**config.mk**
```make
export PLATFORM = sky130hd
export DESIGN_NAME = car_motion_update
export DESIGN_NICKNAME = d
export VERILOG_FILES = /design/src/rtl/game_pkg.sv /design/src/rtl/sat_add.sv /design/src/rtl/car_motion_update.sv
export SDC_FILE = /design/constraint.sdc
export NUM_CORES = 1
export LEC_CHECK = 0
export CAP_MARGIN = 25
export CORE_AREA = 8 8 148 150
export DETAILED_ROUTE_END_ITERATION = 10
export DIE_AREA = 0 0 156 158
export MAX_ROUTING_LAYER = met4
export PLACE_DENSITY_LB_ADDON = 0.25
export SLEW_MARGIN = 10
export SYNTH_ARGS = -nofsm -noshare
export SYNTH_HDL_FRONTEND = slang
export SYNTH_SLANG_ARGS = --single-unit
```
**constraint.sdc**
```tcl
create_clock -name i_clk -period 2.9 [get_ports i_clk]
set_input_delay 0.58 -clock i_clk [delete_from_list [all_inputs] [get_ports i_clk]]
set_output_delay 0.58 -clock i_clk [all_outputs]
set_load 0.05 [all_outputs]
```
**src/rtl/game_pkg.sv**
```systemverilog
// game_pkg: shared widths, motion FSM states, kinematics record and limits for the car motion stage.
package game_pkg;
  localparam int MAP_H_WIDTH = 11;
  localparam int MAP_V_WIDTH = 10;
  localparam int VELOCITY_INTEGER_WIDTH = 6;
  localparam int VELOCITY_FRACTION_WIDTH = 6;
  localparam int VELOCITY_WIDTH = VELOCITY_INTEGER_WIDTH + VELOCITY_FRACTION_WIDTH;
  localparam int V_MAX = 12;
  localparam int FRICTION_SHIFT = 4;
  typedef enum logic [2:0] {IDLE, ACCEL, PROPOSE, CHECK, COMMIT, BOUNCE} motion_state_e;
  typedef struct packed {
    logic [MAP_H_WIDTH-1:0] x;
    logic [MAP_V_WIDTH-1:0] y;
    logic [VELOCITY_WIDTH-1:0] v_x;
    logic [VELOCITY_WIDTH-1:0] v_y;
  } car_kin_t;
endpackage

```
**src/rtl/sat_add.sv**
```systemverilog
// sat_add: signed W-bit add computed in W+1 bits, clamped to [MIN, MAX].
module sat_add #(
  parameter int W = 12,
  parameter logic signed [W-1:0] MAX = {1'b0, {(W-1){1'b1}}},
  parameter logic signed [W-1:0] MIN = {1'b1, {(W-1){1'b0}}}
) (
  input  logic signed [W-1:0] a,
  input  logic signed [W-1:0] b,
  output logic signed [W-1:0] sum
);
  logic signed [W:0] s;
  always_comb begin
    s = {a[W-1], a} + {b[W-1], b};
    sum = s > MAX ? MAX : s < MIN ? MIN : s[W-1:0];
  end
endmodule

```
**src/rtl/car_motion_update.sv**
```systemverilog
// car_motion_update: per-frame accel/propose/check/commit-or-bounce kinematics for one car.
// CAR_FRICTION_EN: decay velocity by v>>>FRICTION_SHIFT before acceleration is applied.
module car_motion_update
  import game_pkg::*;
#(
  parameter int MAP_H_W = game_pkg::MAP_H_WIDTH,
  parameter int MAP_V_W = game_pkg::MAP_V_WIDTH,
  parameter int VEL_INT_W = game_pkg::VELOCITY_INTEGER_WIDTH,
  parameter int VEL_FRAC_W = game_pkg::VELOCITY_FRACTION_WIDTH,
  parameter int V_MAX = game_pkg::V_MAX,
  parameter int CHECK_WAIT = 2
) (
  input  logic                              i_clk,
  input  logic                              i_rst_n,
  input  logic                              i_init_load,
  input  logic [MAP_H_W-1:0]                i_init_x,
  input  logic [MAP_V_W-1:0]                i_init_y,
  input  logic                              i_frame_tick,
  input  logic [VEL_INT_W+VEL_FRAC_W-1:0]   i_acc_x,
  input  logic [VEL_INT_W+VEL_FRAC_W-1:0]   i_acc_y,
  output logic [MAP_H_W-1:0]                o_cand_x,
  output logic [MAP_V_W-1:0]                o_cand_y,
  output logic [VEL_INT_W+VEL_FRAC_W-1:0]   o_cand_v_x,
  output logic [VEL_INT_W+VEL_FRAC_W-1:0]   o_cand_v_y,
  input  logic                              i_collision,
  output logic [MAP_H_W-1:0]                o_x,
  output logic [MAP_V_W-1:0]                o_y,
  output logic [VEL_INT_W+VEL_FRAC_W-1:0]   o_v_x,
  output logic [VEL_INT_W+VEL_FRAC_W-1:0]   o_v_y,
  output logic                              o_busy,
  output logic                              o_done,
  output logic                              o_bumped
);
  localparam int VW = VEL_INT_W + VEL_FRAC_W;
  localparam int PXW = MAP_H_W + VEL_FRAC_W;
  localparam int PYW = MAP_V_W + VEL_FRAC_W;
  localparam int CW = $clog2(CHECK_WAIT + 1);
  localparam logic signed [VW-1:0] V_LIM = VW'(V_MAX << VEL_FRAC_W);
  localparam logic signed [VW-1:0] V_NEG = {1'b1, {(VW-1){1'b0}}};
  motion_state_e state, state_nx;
  logic signed [VW-1:0] v_x, v_y, cv_x, cv_y, fv_x, fv_y, av_x, av_y;
  logic signed [PXW-1:0] px, cpx, spx;
  logic signed [PYW-1:0] py, cpy, spy;
  logic [CW-1:0] cnt;
  logic last;
  function automatic logic signed [VW-1:0] bounce(input logic signed [VW-1:0] v);
    logic signed [VW-1:0] m;
    m = v == V_NEG ? v + 1'b1 : v;
    return -(m >>> 1);
  endfunction
`ifdef CAR_FRICTION_EN
  assign fv_x = v_x - (v_x >>> FRICTION_SHIFT);
  assign fv_y = v_y - (v_y >>> FRICTION_SHIFT);
`else
  assign fv_x = v_x;
  assign fv_y = v_y;
`endif
  sat_add #(.W(VW), .MAX(V_LIM), .MIN(-V_LIM)) u_vx (.a(fv_x), .b(i_acc_x), .sum(av_x));
  sat_add #(.W(VW), .MAX(V_LIM), .MIN(-V_LIM)) u_vy (.a(fv_y), .b(i_acc_y), .sum(av_y));
  sat_add #(.W(PXW)) u_px (.a(px), .b(PXW'(cv_x)), .sum(spx));
  sat_add #(.W(PYW)) u_py (.a(py), .b(PYW'(cv_y)), .sum(spy));
  assign last = cnt == CW'(CHECK_WAIT - 1);
  always_ff @(posedge i_clk)
    state <= (!i_rst_n || i_init_load) ? IDLE : state_nx;
  always_comb begin
    state_nx = state;
    case (state)
      IDLE:    state_nx = i_frame_tick ? ACCEL : IDLE;
      ACCEL:   state_nx = PROPOSE;
      PROPOSE: state_nx = CHECK;
      CHECK:   state_nx = !last ? CHECK : i_collision ? BOUNCE : COMMIT;
      default: state_nx = IDLE;
    endcase
  end
  // Candidate velocity lives in cv_* from ACCEL on; committed v_* only moves on COMMIT/BOUNCE.
  always_ff @(posedge i_clk) begin
    if (!i_rst_n) begin
      px <= '0;
      py <= '0;
      v_x <= '0;
      v_y <= '0;
      cv_x <= '0;
      cv_y <= '0;
      cpx <= '0;
      cpy <= '0;
      cnt <= '0;
      o_done <= 1'b0;
      o_bumped <= 1'b0;
    end else if (i_init_load) begin
      px <= {i_init_x, {VEL_FRAC_W{1'b0}}};
      py <= {i_init_y, {VEL_FRAC_W{1'b0}}};
      v_x <= '0;
      v_y <= '0;
      cnt <= '0;
      o_done <= 1'b0;
    end else begin
      o_done <= state == COMMIT || state == BOUNCE;
      cnt <= state == CHECK ? cnt + 1'b1 : '0;
      if (state == ACCEL) begin
        cv_x <= av_x;
        cv_y <= av_y;
      end
      if (state == PROPOSE) begin
        cpx <= spx;
        cpy <= spy;
      end
      if (state == COMMIT) begin
        px <= cpx;
        py <= cpy;
        v_x <= cv_x;
        v_y <= cv_y;
      end
      if (state == BOUNCE) begin
        v_x <= bounce(cv_x);
        v_y <= bounce(cv_y);
      end
      if (state == COMMIT || state == BOUNCE) o_bumped <= state == BOUNCE;
    end
  end
  assign o_x = px[PXW-1 -: MAP_H_W];
  assign o_y = py[PYW-1 -: MAP_V_W];
  assign o_cand_x = cpx[PXW-1 -: MAP_H_W];
  assign o_cand_y = cpy[PYW-1 -: MAP_V_W];
  assign o_v_x = v_x;
  assign o_v_y = v_y;
  assign o_cand_v_x = cv_x;
  assign o_cand_v_y = cv_y;
  assign o_busy = state != IDLE;
endmodule

```
### Word-level counts from Yosys, hierarchy flattened

Cells that the tools add are included.

* flip-flop bits (word level): 121
* input port bits: 50
* output and inout port bits: 93
* word-level logic and storage cells: 76

* add/subtract/negate cells: 9
* order comparisons: 8
* equal/unequal tests: 8
* multiplexer cells: 22
* bitwise operators: 3
* reduce and logical (&&, ||, !) cells: 12

Operator list (number)
* 12-bit two-way mux: 10
* 17-bit two-way mux: 4
* 16-bit two-way mux: 4
* 12-bit by 12-bit adder with 13-bit output: 2
* 13-bit by 11-bit greater-than comparator with 1-bit output (second input constant): 2
* 13-bit by 11-bit less-than comparator with 1-bit output (second input constant): 2
* 12-bit by 1-bit adder with 12-bit output (second input constant): 2
* 12-bit equality test (second input constant): 2
* 11-bit negation with 12-bit output: 2
* 17-bit by 12-bit adder with 18-bit output: 1
* 18-bit by 17-bit greater-than comparator with 1-bit output (second input constant): 1
* 18-bit by 17-bit less-than comparator with 1-bit output (second input constant): 1
* 16-bit by 12-bit adder with 17-bit output: 1
* 17-bit by 16-bit greater-than comparator with 1-bit output (second input constant): 1
* 17-bit by 16-bit less-than comparator with 1-bit output (second input constant): 1
* 3-bit case mux with 4 select lines: 1
* 3-bit by 2-bit equality test with 1-bit output (second input constant): 2
* 3-bit equality test (second input constant): 2
* 2-bit AND reduction: 3
* 2-bit nonzero test: 2
* 3-bit by 1-bit equality test with 1-bit output (second input constant): 1
* 3-bit logical NOT: 1
* 3-bit two-way mux: 1
* 1-bit NOT: 3
* 8 further kinds: 10

### Logic depth before layout (Yosys ltp)

* word-level depth: 4
* mapped depth: 13
* mapped depth without buffers: 12

### By module

Synthesis repeated with hierarchy kept, for this count alone.

* cell total of the unflattened synthesis: 1249
* area, all modules: 9930.8 um^2

By module, submodules not included
* car_motion_update: times used 1, cells an instance 696, area an instance 5778.0 um^2
* sat_add (u_vx ...): times used 2, cells an instance 128, area an instance 937.1 um^2
* sat_add (u_py): times used 1, cells an instance 147, area an instance 1178.6 um^2
* sat_add (u_px): times used 1, cells an instance 150, area an instance 1099.8 um^2

### Worst setup path before layout

Ideal clock, no wire load.

* kind: flip-flop to flip-flop
* start point: register v_x[0], in the netlist o_v_x[0]
* end point: register cv_x[2], in the netlist o_cand_v_x[2]
* library setup time: 0.063 ns
* arrival time: 3.162 ns
* required time: 2.837 ns
* setup slack: -0.325 ns
* stages on the path, launching flop included: 12
* period minus slack after synthesis: 3.225 ns
* path through: dfxtp_1 -> ha_1 -> inv_1 -> fa_1 -> nand2b_1 -> a21oi_1 -> a21oi_1 -> a2111o_1 -> or4_1 -> a31o_1 -> o32ai_4 -> a32o_1

* word-level cells in the longest chain between the ends: 4
* elaborated cells on any way between the ends: 5
* classes of those cells: add/sub (1); order compare (2); mux (2)

Ends and longest elaborated chain
* start: declaration: line car_motion_update.sv:41 `logic signed [VW-1:0] v_x, v_y, cv_x, cv_y, fv_x, fv_y, av_x, av_y;`
* start signal: assignment: line car_motion_update.sv:110 `v_x <= cv_x;`
* start signal: assignment: line car_motion_update.sv:114 `v_x <= bounce(cv_x);`
* 12-bit by 12-bit adder with 13-bit output (*): line sat_add.sv:13 `s = {a[W-1], a} + {b[W-1], b};`
* 13-bit by 11-bit less-than comparator with 1-bit output: line sat_add.sv:14 `sum = s > MAX ? MAX : s < MIN ? MIN : s[W-1:0];`
* 12-bit two-way mux: line sat_add.sv:14
* 12-bit two-way mux (*): line sat_add.sv:14
* end signal: assignment: line car_motion_update.sv:100 `cv_x <= av_x;`
* end: declaration: line car_motion_update.sv:41

Mark *: on every way between the ends. The rest lies on a longest branch, timed or not.
A chain may end at the register's enable or synchronous reset.

### Worst setup path after layout

* start point: input port i_acc_y[4]
* end point: register cv_y[1], in the netlist o_cand_v_y[1]

* word-level cells in the longest chain between the ends: 4
* elaborated cells on any way between the ends: 5
* classes of those cells: add/sub (1); order compare (2); mux (2)

Ends and longest elaborated chain
* start: declaration: line car_motion_update.sv:20 `input logic [VEL_INT_W+VEL_FRAC_W-1:0] i_acc_y,`
* 12-bit by 12-bit adder with 13-bit output (*): line sat_add.sv:13
* 13-bit by 11-bit less-than comparator with 1-bit output: line sat_add.sv:14
* 12-bit two-way mux: line sat_add.sv:14
* 12-bit two-way mux (*): line sat_add.sv:14
* end signal: assignment: line car_motion_update.sv:101 `cv_y <= av_y;`
* end: declaration: line car_motion_update.sv:41

Marked as above.

==> flow_summary.json <==
{
  "status": "complete, no violations",
  "io_buffer_count": 142,
  "switchingPower_mw": 1.29,
  "chipWidth_microns": 156,
  "crit_path_max_incr_delay_ns": 0.54,
  "overflow": 0,
  "grt_pass1_vias": 8303,
  "fin_crit_sh_pct": 99.7,
  "syn-num-nets": 1199,
  "core_area_sq_um": 19700,
  "io_pins": 143,
  "final_nets": 1410,
  "synth_area_leaders": "dfxtp_1 (28%), ha_1 (9.3%), a21oi_1 (7.5%)",
  "ir_drop_uv": 485,
  "crit_path_max_fanout": 3,
  "drtAntennaViolNets": 0,
  "hold_viol_final": 0,
  "drtIter0Drc": 524,
  "final_util_pct": 61.2,
  "layout_setup_ws_ns": 0.00965,
  "regToRegSetupSlack_ns": 0.01,
  "tightest_slew_ns": 0.699,
  "seq_power_share_pct": 35.1,
  "cts_tree": "yes",
  "vias_per_cell": 5.44,
  "synth_edf_count": 0,
  "layout-drive-gt1-share_pct": 21.8,
  "cts_sinks": 121,
  "drv_cap": 0,
  "setup_violations": 0,
  "ys_types": 88,
  "relSlewSlack_pct": 53.3,
  "avgSynthCellArea_sq_um": 7.99,
  "syn-cell-area_sq_um": 8630,
  "synthToLayoutAreaGrowth_pct": 39.8,
  "worstPathRequired_ns": 3.25,
  "ys_seq_area_share_pct": 28.1,
  "grt_usage_pct": 21.9,
  "final_common_cell": "buf_4",
  "power_leakage_nw": 4.81,
  "core.rowCount": 52,
  "routedWlPerCell_microns": 16.8,
  "path_class": "in2reg",
  "cp_cell_sequence": "clkdlybuf4s50_1 -> ha_1 -> inv_1 -> buf_4 -> o21ai_2 -> xor2_1 -> or4_4 -> o311a_4 -> a2bb2oi_4 -> or2_4 -> o21ai_2",
  "gp_congestion": 0.896,
  "hp-class": "reg2reg",
  "start_kind": "input pin",
  "h-tree-depth": 4,
  "switching_share_pct": 26.2,
  "r2r_cells": 11,
  "synth_top_area_share_pct": 28.1,
  "cts_buffers": 17,
  "synth_cells": 1081,
  "cp_common_cell": "o21ai_2",
  "ys_ff_latch": 121,
  "worst_r2r_endpoint": "o_cand_v_y[1]",
  "p_per_area_nw_per_um2": 407,
  "num_antenna_cells": 0,
  "intPower_mw": 3.62,
  "fmax_ghz": 0.346,
  "grt_start_max_net_pins": 65,
  "synthArstFlopShare_pct": 0,
  "hold_depth": 1,
  "maxSlewViolCount": 0,
  "hold_end": "cnt[0]",
  "clockPowerShare_pct": 48.2,
  "finClkSkew_ns": 0.0115,
  "antenna_found_initial": 0,
  "synth-main-ff-cell": "dfxtp_1",
  "clock_path_buffers": 2,
  "clk_latency_ns": 0.42,
  "start_util_pct": 43.8,
  "grt_pass1_wl_microns": 42400,
  "drc": 0,
  "clkTransAtPathRegs_ns": 0.06,
  "arrival_ns": 3.24,
  "combinationalPowerShare_pct": 16.7,
  "drtPass1Iterations": 8,
  "cpMaxStageDelayCell": "or4_4",
  "reg2reg_from": "o_v_y[0]",
  "worstHoldStart": "cnt[0]",
  "synth_largest_area_cell": "dfxtp_1",
  "die_h_microns": 158,
  "dp.final_hpwl_microns": 19400,
  "die_area_sq_um": 24600,
  "layout_common_cells": "buf_4 (137), clkdlybuf4s50_1 (132), a21oi_1 (123), nand2_1 (122), dfxtp_1 (103)",
  "synth_warnings": 0,
  "vias": 8564,
  "fin_crit_ns": 2.89,
  "drt-total-wl_microns": 26500,
  "endpoint_kind": "flip-flop",
  "rsz0062_at_grt": "true",
  "clockRootBuffer": "clkbuf_16",
  "pre_cts_slack_ns": -0.653
}
-- synth_stat cells (5+ instances only) --
library cell	number
a222oi_1	5
clkbuf_1	39
ha_1	64
nor3b_1	5
o221ai_1	6
and2_1	6
nor3_1	14
o21bai_1	5
a21o_1	13
o21ai_1	7
a22o_1	14
maj3_1	30
or3_1	9
nand3_1	15
nand2_1	122
nand2b_1	22
a311oi_1	7
nor2_1	102
a31oi_1	5
a211oi_1	15
dfxtp_1	121
o21ai_0	59
buf_4	43
o21a_1	12
o211ai_1	8
inv_1	38
nor2b_1	5
a21oi_1	130
xor2_1	22
buf_2	6
xnor2_1	25
mux2i_1	6
-- routing by layer --
layer	vias up	part of all wire [%]	global-route usage (%)
li1	4281	-	-
met1	4028	42	25.7
met2	215	51	38.1
met3	40	4.6	3.00
met4	0	2.3	7.07
met5	-	0	-
-- per-stage QoR --
step	instance area (sq um)	std cells	power [mW]	setup TNS (ns)	hold WS, ns
floorplan	8710	1081	2.27	-0.0130	0.399
global placement	11000	1530	2.53	-12.02	0.408
detailed placement	11000	1530	2.53	-12.75	0.415
CTS	11800	1567	4.91	0	0.423
global route	12100	1575	5.09	-0.638	0.439
finish	12100	1575	4.91	0	0.420
-- flip-flops by register name, indices dropped and copies added, names as in the netlist --
register and cells:
o_done 1, cpx 17, px 17, o_cand_v_x 12
cpy 16, o_v_y 12, state 3, o_v_x 12
cnt 2, o_bumped 1, py 16, o_cand_v_y 12
-- worst max-delay path by stage --
stage | from | endpoint | slack [ns] | cells after the start
after floorplan | i_acc_x[0] | o_cand_v_x[2] | -0.01 | 11
after global placement | i_acc_y[0] | o_cand_v_y[0] | -0.62 | 13
after detailed placement | i_acc_y[0] | o_cand_v_y[2] | -0.65 | 13
after CTS | i_acc_y[6] | o_cand_v_y[2] | 0.005 | 12
after global routing | i_acc_y[6] | o_cand_v_y[1] | -0.1 | 12
final | i_acc_y[4] | o_cand_v_y[1] | 0.01 | 11
-- worst max-delay path: cells and delay by family --
kind / cells / cell delay [ns]
compound gates: 4 / 0.73
buf+inv: 3 / 0.62
simple gates: 2 / 0.79
fa+ha+maj: 1 / 0.32
xor+xnor: 1 / 0.18
-- power by group through the flow --
stage	sequential, mW	combinational (mW)	clock [mW]
4_1_cts	1.72	0.786	2.40
2_1_floorplan	1.77	0.491	0
5_1_grt	1.73	0.886	2.47
3_3_place_gp	1.76	0.766	0
6_report	1.72	0.817	2.37
3_5_place_dp	1.76	0.774	0
-- cell families after synthesis --
logic type | count (synthesis) | share of synthesized area (%)
adders and majority gates | 98 | 13.7
xor gates and xnor gates | 48 | 4.96
AOI/OAI and AO/OA | 341 | 26.7
buffers and inverters | 134 | 7.84
DFF | 121 | 28.1
muxes | 10 | 1.22
and+or+nand+nor | 329 | 17.6
-- layout make-up --
type	instances	area, sq um
clock buffer	18	439
tap	270	338
sequential	121	2450
inverter	39	146
clock inverter	14	220
multi-input combinational	826	5910
timing repair buffer	287	2560
fill	1740	7640
-- timing repair --
| item | 4_1_cts | 5_1_grt |
|---|---|---|
| setup buffers | 5 | 8 |
| setup endpoints to repair | 34 | 40 |
| gates resized for setup | 25 | 50 |
| pin swaps | 20 | 35 |
| hold endpoints to repair | 0 | 0 |
| cloned | 0 | 0 |
| hold buffers | 0 | 0 |
No activity file was read; power rests on OpenSTA's default activity.
